File: src/rtl/uferi_pkg.sv
// Shared types and constants for the UART command sequencer.
package uferi_pkg;

  // 3-bit command code carried in the packet header
  typedef enum logic [2:0] {
    CMD_0 = 3'd0,
    CMD_1 = 3'd1,
    CMD_2 = 3'd2,
    CMD_3 = 3'd3,
    CMD_4 = 3'd4,
    CMD_5 = 3'd5,
    CMD_6 = 3'd6,
    CMD_7 = 3'd7
  } cmd_e;

  // Sequencer state encoding
  typedef logic [2:0] seq_state_e;
  localparam seq_state_e ST_IDLE  = 3'd0;
  localparam seq_state_e ST_HDR   = 3'd1;
  localparam seq_state_e ST_PAY   = 3'd2;
  localparam seq_state_e ST_DRAIN = 3'd3;
  localparam seq_state_e ST_ISSUE = 3'd4;
  localparam seq_state_e ST_WAIT  = 3'd5;
  localparam seq_state_e ST_TX    = 3'd6;

  // Sticky error code reported alongside err_pulse
  typedef enum logic [1:0] {
    ERR_NONE = 2'b00,
    ERR_OVF  = 2'b01,
    ERR_TMO  = 2'b10
  } err_e;

  // Header nibble layout
  localparam int unsigned HDR_PAY_BIT = 3;
  localparam int unsigned HDR_CMD_MSB = 2;
  localparam int unsigned HDR_CMD_LSB = 0;

  // Number of nibbles needed to carry a w-bit word
  function automatic int unsigned nib_count(input int unsigned w);
    return (w + 3) / 4;
  endfunction

  localparam int unsigned NIB_N = nib_count(42);

endpackage

File: src/rtl/cmd_seq_nib_ser.sv
// Serialises a DATA_W word into nibbles, MSB nibble first, over valid/ready.
module cmd_seq_nib_ser
  import uferi_pkg::*;
#(
  parameter int unsigned DATA_W = 42
) (
  input  logic              clk,
  input  logic              rst_n,
  input  logic              load,
  input  logic [DATA_W-1:0] load_data,
  output logic [3:0]        tx_data,
  output logic              tx_valid,
  input  logic              tx_ready,
  output logic              done
);

  localparam int unsigned NN = nib_count(DATA_W);
  localparam int unsigned SW = NN * 4;
  localparam int unsigned CW = $clog2(NN + 1);

  logic [SW-1:0] sh_q;
  logic [CW-1:0] left_q;
  logic          valid_q;
  logic          fire;

  assign fire     = valid_q && tx_ready;
  assign tx_data  = sh_q[SW-1 -: 4];
  assign tx_valid = valid_q;
  assign done     = fire && (left_q == CW'(1));

  // Load zero-padded word, then shift one nibble out per accepted transfer
  always_ff @(posedge clk or negedge rst_n) begin
    if (!rst_n) begin
      sh_q    <= '0;
      left_q  <= '0;
      valid_q <= 1'b0;
    end else if (load) begin
      sh_q    <= SW'(load_data);
      left_q  <= CW'(NN);
      valid_q <= 1'b1;
    end else if (fire) begin
      sh_q   <= sh_q << 4;
      left_q <= left_q - CW'(1);
      if (left_q == CW'(1)) begin
        valid_q <= 1'b0;
      end
    end
  end

endmodule

File: src/rtl/cmd_sequencer.sv
// Assembles nibble packets from the RX FIFO into sreg_ctrl commands and
// streams readback data out as nibbles.
module cmd_sequencer
  import uferi_pkg::*;
#(
  parameter int unsigned DATA_W      = 42,
  parameter logic [7:0]  RDBACK_MASK = 8'h04,
  parameter int unsigned TIMEOUT_CYC = 4096
) (
  input  logic              clk,
  input  logic              rst_n,
  input  logic [3:0]        fifo_rdata,
  input  logic              fifo_empty,
  output logic              fifo_rd_en,
  output logic              cmd_valid,
  output logic [2:0]        cmd,
  output logic [DATA_W-1:0] data2ctrl,
  input  logic              cmd_ready,
  input  logic [DATA_W-1:0] data_out,
  output logic [3:0]        tx_data,
  output logic              tx_valid,
  input  logic              tx_ready,
  output logic              busy,
  output logic              err_pulse,
  output logic [1:0]        err_code
);

  localparam int unsigned NN  = nib_count(DATA_W);
  localparam int unsigned PAD = NN * 4 - DATA_W;
  localparam int unsigned CW  = $clog2(NN + 1);
  localparam int unsigned TW  = $clog2(TIMEOUT_CYC + 1);
  // Bits of the first payload nibble that lie above the MSB of the word
  localparam logic [3:0]  PAD_MASK = 4'(8'hF0 >> PAD);

  seq_state_e        state_q, state_d;
  cmd_e              cmd_q, cmd_d;
  logic [DATA_W-1:0] data_q, data_d;
  logic [CW-1:0]     pop_cnt_q, pop_cnt_d;
  logic [CW-1:0]     rcv_cnt_q, rcv_cnt_d;
  logic [TW-1:0]     tmo_q, tmo_d;
  logic              skip_q, skip_d;
  logic              rd_pend_q;
  logic              armed_q;
  logic              err_pulse_q, err_pulse_d;
  err_e              err_code_q, err_code_d;
  logic              tmo_run;
  logic              tmo_evt;
  logic              ser_load;
  logic              ser_done;

  assign cmd       = cmd_q;
  assign data2ctrl = data_q;
  assign busy      = (state_q != ST_IDLE);
  assign cmd_valid = (state_q == ST_ISSUE);
  assign err_pulse = err_pulse_q;
  assign err_code  = err_code_q;
  assign tmo_run   = (state_q == ST_PAY) || (state_q == ST_DRAIN) || (state_q == ST_WAIT);
  // A pop or the post-command ready both count as forward progress
  assign tmo_evt   = fifo_rd_en || ((state_q == ST_WAIT) && !skip_q && cmd_ready);

  // Next-state, FIFO pop and error decode
  always_comb begin
    state_d     = state_q;
    cmd_d       = cmd_q;
    data_d      = data_q;
    pop_cnt_d   = pop_cnt_q;
    rcv_cnt_d   = rcv_cnt_q;
    tmo_d       = '0;
    skip_d      = 1'b0;
    err_pulse_d = 1'b0;
    err_code_d  = err_code_q;
    fifo_rd_en  = 1'b0;
    ser_load    = 1'b0;

    unique case (state_q)
      ST_IDLE: begin
        if (armed_q && !fifo_empty) begin
          fifo_rd_en = 1'b1;
          state_d    = ST_HDR;
        end
      end
      ST_HDR: begin
        cmd_d     = cmd_e'(fifo_rdata[HDR_CMD_MSB:HDR_CMD_LSB]);
        data_d    = '0;
        pop_cnt_d = '0;
        rcv_cnt_d = '0;
        state_d   = fifo_rdata[HDR_PAY_BIT] ? ST_PAY : ST_ISSUE;
      end
      ST_PAY: begin
        fifo_rd_en = !fifo_empty && (pop_cnt_q < CW'(NN));
        if (fifo_rd_en) begin
          pop_cnt_d = pop_cnt_q + CW'(1);
        end
        if (rd_pend_q) begin
          data_d    = {data_q[DATA_W-5:0], fifo_rdata};
          rcv_cnt_d = rcv_cnt_q + CW'(1);
          if ((rcv_cnt_q == '0) && ((fifo_rdata & PAD_MASK) != 4'h0)) begin
            err_pulse_d = 1'b1;
            err_code_d  = ERR_OVF;
            state_d     = ST_DRAIN;
          end else if (rcv_cnt_q == CW'(NN - 1)) begin
            state_d = ST_ISSUE;
          end
        end
      end
      ST_DRAIN: begin
        // pop_cnt keeps counting from PAY so exactly NN payload nibbles are consumed
        fifo_rd_en = !fifo_empty && (pop_cnt_q < CW'(NN));
        if (fifo_rd_en) begin
          pop_cnt_d = pop_cnt_q + CW'(1);
        end
        if (pop_cnt_q == CW'(NN)) begin
          state_d = ST_IDLE;
        end
      end
      ST_ISSUE: begin
        if (cmd_ready) begin
          skip_d  = 1'b1;
          state_d = ST_WAIT;
        end
      end
      ST_WAIT: begin
        // First WAIT cycle ignores cmd_ready, which may still show the pre-accept idle
        if (!skip_q && cmd_ready) begin
          if (RDBACK_MASK[cmd_q]) begin
            ser_load = 1'b1;
            state_d  = ST_TX;
          end else begin
            state_d = ST_IDLE;
          end
        end
      end
      ST_TX: begin
        if (ser_done) begin
          state_d = ST_IDLE;
        end
      end
      default: state_d = ST_IDLE;
    endcase

    if (tmo_run && !tmo_evt) begin
      if (tmo_q == TW'(TIMEOUT_CYC - 1)) begin
        err_pulse_d = 1'b1;
        err_code_d  = ERR_TMO;
        state_d     = ST_IDLE;
      end else begin
        tmo_d = tmo_q + TW'(1);
      end
    end
  end

  // Sequencer state registers
  always_ff @(posedge clk or negedge rst_n) begin
    if (!rst_n) begin
      state_q     <= ST_IDLE;
      cmd_q       <= CMD_0;
      data_q      <= '0;
      pop_cnt_q   <= '0;
      rcv_cnt_q   <= '0;
      tmo_q       <= '0;
      skip_q      <= 1'b0;
      rd_pend_q   <= 1'b0;
      armed_q     <= 1'b0;
      err_pulse_q <= 1'b0;
      err_code_q  <= ERR_NONE;
    end else begin
      state_q     <= state_d;
      cmd_q       <= cmd_d;
      data_q      <= data_d;
      pop_cnt_q   <= pop_cnt_d;
      rcv_cnt_q   <= rcv_cnt_d;
      tmo_q       <= tmo_d;
      skip_q      <= skip_d;
      rd_pend_q   <= fifo_rd_en;
      // Keeps fifo_rd_en low while reset is asserted
      armed_q     <= 1'b1;
      err_pulse_q <= err_pulse_d;
      err_code_q  <= err_code_d;
    end
  end

  cmd_seq_nib_ser #(
    .DATA_W (DATA_W)
  ) u_ser (
    .clk       (clk),
    .rst_n     (rst_n),
    .load      (ser_load),
    .load_data (data_out),
    .tx_data   (tx_data),
    .tx_valid  (tx_valid),
    .tx_ready  (tx_ready),
    .done      (ser_done)
  );

endmodule

File: config.mk
export PLATFORM = sky130hd
export DESIGN_NAME = cmd_sequencer
export DESIGN_NICKNAME = d
export VERILOG_FILES = /design/src/rtl/uferi_pkg.sv /design/src/rtl/cmd_seq_nib_ser.sv /design/src/rtl/cmd_sequencer.sv
export SDC_FILE = /design/constraint.sdc
export NUM_CORES = 1
export LEC_CHECK = 0
export CORE_UTILIZATION = 33
export DETAILED_ROUTE_END_ITERATION = 10
export DONT_BUFFER_PORTS = 1
export GPL_TIMING_DRIVEN = 0
export SLEW_MARGIN = 20
export SYNTH_ARGS = -nofsm -noshare
export SYNTH_HDL_FRONTEND = slang
export SYNTH_SLANG_ARGS = --single-unit
File: constraint.sdc
create_clock -name clk -period 1.89 [get_ports clk]
set_clock_uncertainty 0.2 [all_clocks]
set_input_delay 0.378 -clock clk [delete_from_list [all_inputs] [get_ports clk]]
set_output_delay 0.378 -clock clk [all_outputs]
set_load 0.01 [all_outputs]
==> Word-level counts from Yosys, hierarchy flattened <==
Memory sizes are Yosys's and may differ from the RTL's.
Cells that the tools add are included.
{ "totals": {"romBits": 8, "output_inout_bits": 56, "mem_count": 1, "elab_cells": 106, "reg_bits": 124} }
{ "memory_table": {"columns": ["memory", "words", "width", "rd", "rd_ports_with_merged_regs", "wr", "line", "text"], "rows": [
  ["(no name shown)", 8, 1, 1, 0, 0, "cmd_sequencer.sv:125", "if (RDBACK_MASK[cmd_q]) begin"]
]} }
{ "classes": {"reduce_logical": 27, "eq_ne": 12, "muxes": 46, "addsub": 4, "magnitude_cmp": 2} }
{ "ops": {"columns": ["operator", "count"], "rows": [
  ["$mux 44", 2],
  ["$pmux 42 s2", 1],
  ["$mux 42", 1],
  ["$mux 3", 12],
  ["$mux 13", 2],
  ["$pmux 3 s7", 1],
  ["$mux 4", 4],
  ["$pmux 4 s2", 2],
  ["$mux 1", 15],
  ["$add 13x1->13 const B", 1],
  ["$eq 13x12->1 const B", 1],
  ["$mux 2", 5],
  ["$eq 3x3->1 const B", 3],
  ["$logic_and 1x1->1", 9],
  ["$add 4x1->4 const B", 2],
  ["$eq 4x4->1 const B", 2],
  ["$reduce_bool 2->1", 4],
  ["$eq 3x2->1 const B", 2],
  ["$reduce_and 2->1", 3],
  ["$eq 4x1->1 const B", 1],
  ["$logic_not 4->1", 1],
  ["$lt 3x4->1 const B", 1],
  ["$lt 4x4->1 const B", 1],
  ["$reduce_bool 4->1", 1],
  ["10 further kinds", 14]
]} }

==> Longest topological paths before layout <==
{ "logic_depth": {"ltp_word": 8, "depth_mapped": 7} }

==> Hierarchy <==
Synthesis repeated with hierarchy kept, for this count alone.
{ "hier_totals": {"cells_unflattened": 570, "area_unflattened_um2": 5591.6} }
{ "by_module_without_submodules": {"columns": ["module", "area_each_um2", "instances", "cells_per_inst", "seq_area_each_um2"], "rows": [
  ["cmd_sequencer", 3323.2, 1, 349, 1876.8],
  ["cmd_seq_nib_ser", 2268.4, 1, 221, 1226.2]
]} }

==> Worst setup path before layout <==
OpenSTA, ideal clock, no wires.
{ "synth_timing": {"path_kind": "register -> output", "startpoint": "register pop_cnt_q[0]", "endpoint": "output fifo_rd_en", "arrival_ns": 1.215, "required_ns": 1.312, "path_slack_ns": 0.097, "stages_incl_launch_ff": 5, "cell_sequence": "dfrtp_1 -> ha_1 -> o21ai_0 -> a2bb2oi_4 -> inv_2"} }
{ "synth_between": {"elab_chain_len": 3} }
{ "synth_lines": {"columns": ["item", "line", "text"], "rows": [
  ["start, declared", "cmd_sequencer.sv:38", "logic [CW-1:0] pop_cnt_q, pop_cnt_d;"],
  ["start signal, assigned", "cmd_sequencer.sv:170", "pop_cnt_q <= pop_cnt_d;"],
  ["$lt 4x4->1", "cmd_sequencer.sv:90, cmd_sequencer.sv:108", null],
  ["$logic_and 1x1->1", "cmd_sequencer.sv:90, cmd_sequencer.sv:108", null],
  ["$pmux 1 s2", "cmd_sequencer.sv:75", "unique case (state_q)"],
  ["end, declared", "cmd_sequencer.sv:14", "output logic fifo_rd_en,"]
]} }
Every way passes these cells.

==> Worst setup path in the final report <==
{ "layout_timing": {"startpoint": "register state_q[1]", "endpoint": "output fifo_rd_en"} }
{ "layout_between": {"elab_chain_len": 3, "elab_cells_between_ends": 5, "cone_classes": "2 x eq/ne; 1 x mux; 2 x reduce/logical"} }
{ "layout_lines": {"columns": ["item", "line", "text"], "rows": [
  ["start, declared", "cmd_sequencer.sv:35", "seq_state_e state_q, state_d;"],
  ["start signal, assigned", "cmd_sequencer.sv:167", "state_q <= state_d;"],
  ["$eq 3x2->1", "cmd_sequencer.sv:75", null],
  ["$reduce_or 2->1 (no line)", null, null],
  ["$pmux 1 s2 *", "cmd_sequencer.sv:75", null]
]} }
Mark *: on every way between the ends. The rest lies on a longest branch, timed or not.

==> results.cfg <==
[floorplanning]
row_count = 47
initial_utilization_pct = 33.90
die_w_microns = 132.8
dieArea_sq_mm = 0.01762
core_sq_mm = 0.01664
die_h_microns = 132.8
io_pins = 107

[pwr]
ir_drop_v = 0.0007024
power.density_mw_per_mm2 = 1349
power_leakage_nw = 3.456
total_power_w = 0.009820

[critical_path]
arrival_ns = 1.62
r2r.worst_path.cells = 7
crit_fanout = 3
critPathCaptureType = output port
worstPathRequired_ns = 1.31
r2r-start = state_q[1]
worst_setup_path_start_kind = flip-flop
rrSetupSlack_ns = 0
critPathKind = flip-flop to output port
worstReg2RegEnd = state_q[2]

[clocking]
clkTransAtPathRegs_ns = 0.06
numCtsBuffers = 17
htreeDepth = 4
cts_tree = done
cts_hold_buffers = 48
cts_buffer_depth = 2
cts_sinks = 124
cts_root_buf = clkbuf_16
clock_latency_ns = 0.42

[synthesis]
ys_warn_count = 0
synth_flop_cell = dfrtp_1
synth-seq-cells = 124
async_flop_share_pct = 100.0
ys_seq_area_share_pct = 55.00
netlist-cell-type-count = 51
syn_area_per_cell_sq_um = 9.846
syn_area_sq_mm = 0.005642
synth_edf_count = 0
synthCells = 573
syn_nets = 631

[placement]
port_buffers = 0
dpl_cell_area_sq_mm = 0.005917
hpwl_microns = 9139
pre_cts_slack_ns = -0.3515
gp_congestion = 0.8083
placed_cells = 793

[sta]
fin_crit_sh_pct = 116.5
layout_setup_ws_ns = -0.3113
hold_viol = 124
slew_viol_final = 0
fmax_mhz = 454.3
fin_hold_ws_ns = -0.5436
tightestPinTransition_ns = 0.5109
grt_setup_unrepaired = yes
setup_viol = 3
maxSlewHeadroom_pct = 65.94
fin_crit_ns = 2.201

[outcome]
violations = negative hold slack, negative setup slack
status = finished, violations left

[grt]
grt_pass1_wl_microns = 22770
grt_max_degree = 125
grtUsageTotal_pct = 16.55
gr-total-overflow = 0
antenna_found_initial = 0
grt_pass1_vias = 4469

[hold_path]
hold_class = input port to async pin

[layout]
final_cell_mix = nand2_1, dfrtp_1, o21ai_0, dlygate4sd3_1, mux2i_1
fin_cells = 887
layout.cells.most_common = nand2_1
stdcell_area_sq_mm = 0.007282
fill_cells = 1548
area_growth_pct = 29.08
nNetsFinal = 712
drive_gt1_share_pct = 15.44
diodes = 0

[drt]
first_iter_violations = 170
vias = 4371
drt-wirelength-per-cell_microns = 15.46
drt_pass1_iterations = 5
ant_nets = 0
drc = 0
vias_per_cell = 4.928
wirelength_microns = 13710

[job]
maxCapViolCount = 0
## report_power, final
group / internal (W) / leakage [nW] / switching [W] / total [W]
combinational: 0.00121 / 1.46 / 0.00131 / 0.00252
clock: 0.00216 / 0.301 / 0.00121 / 0.00337
sequential: 0.00334 / 1.69 / 0.000591 / 0.00393
total: 0.00670 / 3.46 / 0.00312 / 0.00982
## sequential cells by signal (all words and copies together), names as in the netlist, 2 cells and up
register      flops
rcv_cnt_q         4
err_code          2
u_ser.sh_q       44
data2ctrl        42
pop_cnt_q         4
state_q           3
cmd               3
tmo_q            13
u_ser.left_q      4
## metrics by stage
step	hold slack (ns)	util [%]	setup TNS, ns
after floorplan	-0.1176	-	0
after global placement	-0.1099	35.55	-12.20
after detailed placement	-0.1089	35.55	-14.47
after CTS	-0.5596	42.77	-0.6464
after global routing	-0.5738	43.76	-1.185
final	-0.5436	43.76	-0.5287
## synthesized netlist by cell type, types with 2 or more instances
cell type / n / area (sq um)
inv_1: 12 / 45.04
nand2b_1: 5 / 31.28
buf_2: 14 / 70.07
xnor2_1: 9 / 78.83
o21bai_1: 2 / 15.01
ha_1: 7 / 87.58
clkbuf_1: 11 / 41.29
inv_2: 2 / 7.510
o21ai_0: 85 / 425.4
nor2_1: 22 / 82.58
xor2_1: 7 / 61.31
o31ai_1: 2 / 15.01
nand2_1: 154 / 578.1
and3b_1: 2 / 17.52
a21oi_1: 7 / 35.03
mux2i_1: 38 / 380.4
nand3_1: 13 / 65.06
dfrtp_1: 124 / 3103
nor3_1: 3 / 15.01
buf_4: 7 / 52.55
nand4_1: 5 / 31.28
and2_1: 2 / 12.51
buf_6: 4 / 45.04
and2b_1: 2 / 15.01
and3_1: 5 / 31.28
and4_1: 4 / 35.03
## worst max path at each step
stage | startpoint | end | slack (ns) | depth (start not counted)
floorplan | pop_cnt_q[0] | fifo_rd_en | 0.1 | 4
global placement | cmd[0] | u_ser.sh_q[38] | -0.31 | 5
finish | state_q[1] | fifo_rd_en | -0.31 | 4
CTS | state_q[1] | fifo_rd_en | -0.35 | 4
detailed placement | cmd[0] | u_ser.sh_q[38] | -0.35 | 5
global route | state_q[1] | fifo_rd_en | -0.37 | 4
## per-layer routing
metal,wire length [microns],global-route usage [%],up-vias
met5,0,0,-
met4,234,6.641,0
met3,886,5.747,17
met2,6896,27.34,100
met1,5691,19.69,2162
li1,-,-,2092
## critical path: stages (launching register included)
cell and delay, ns:
dfrtp_1 0.38, buf_6 0.13, or3_4 0.42, a2bb2oi_4 0.18, inv_4 0.10
## timing repair
action / in CTS / in global routing
gates resized for setup: 18 / 47
cloned: 0 / 1
hold endpoints to repair: 176 / 124
pin swaps: 6 / 7
setup endpoints to repair: 66 / 93
buffers inserted: 6 / 8
## cell type report
| type | instances | area, sq um | area share [%] |
|---|---|---|---|
| flip-flops and latches | 124 | 3105 | 42.65 |
| multi-input cells | 398 | 2341 | 32.15 |
| repair buffers | 63 | 620.6 | 8.522 |
| clock buffers | 20 | 456.7 | 6.271 |
| well taps | 220 | 275.3 | 3.780 |
| plain buffers | 36 | 267.8 | 3.677 |
| clock inverters | 12 | 160.2 | 2.199 |
| inverters | 14 | 55.05 | 0.7560 |
## kinds of logic after synthesis
family | Yosys count | synth area share [%]
compound gates | 108 | 11.09
xor+xnor | 16 | 2.484
fa+ha+maj | 7 | 1.552
buf+inv | 51 | 4.724
flops | 124 | 55.00
mux | 38 | 6.742
other cells | 1 | 0.06647
simple gates | 228 | 18.34
Note: power is estimated with default switching activity, not from simulation.
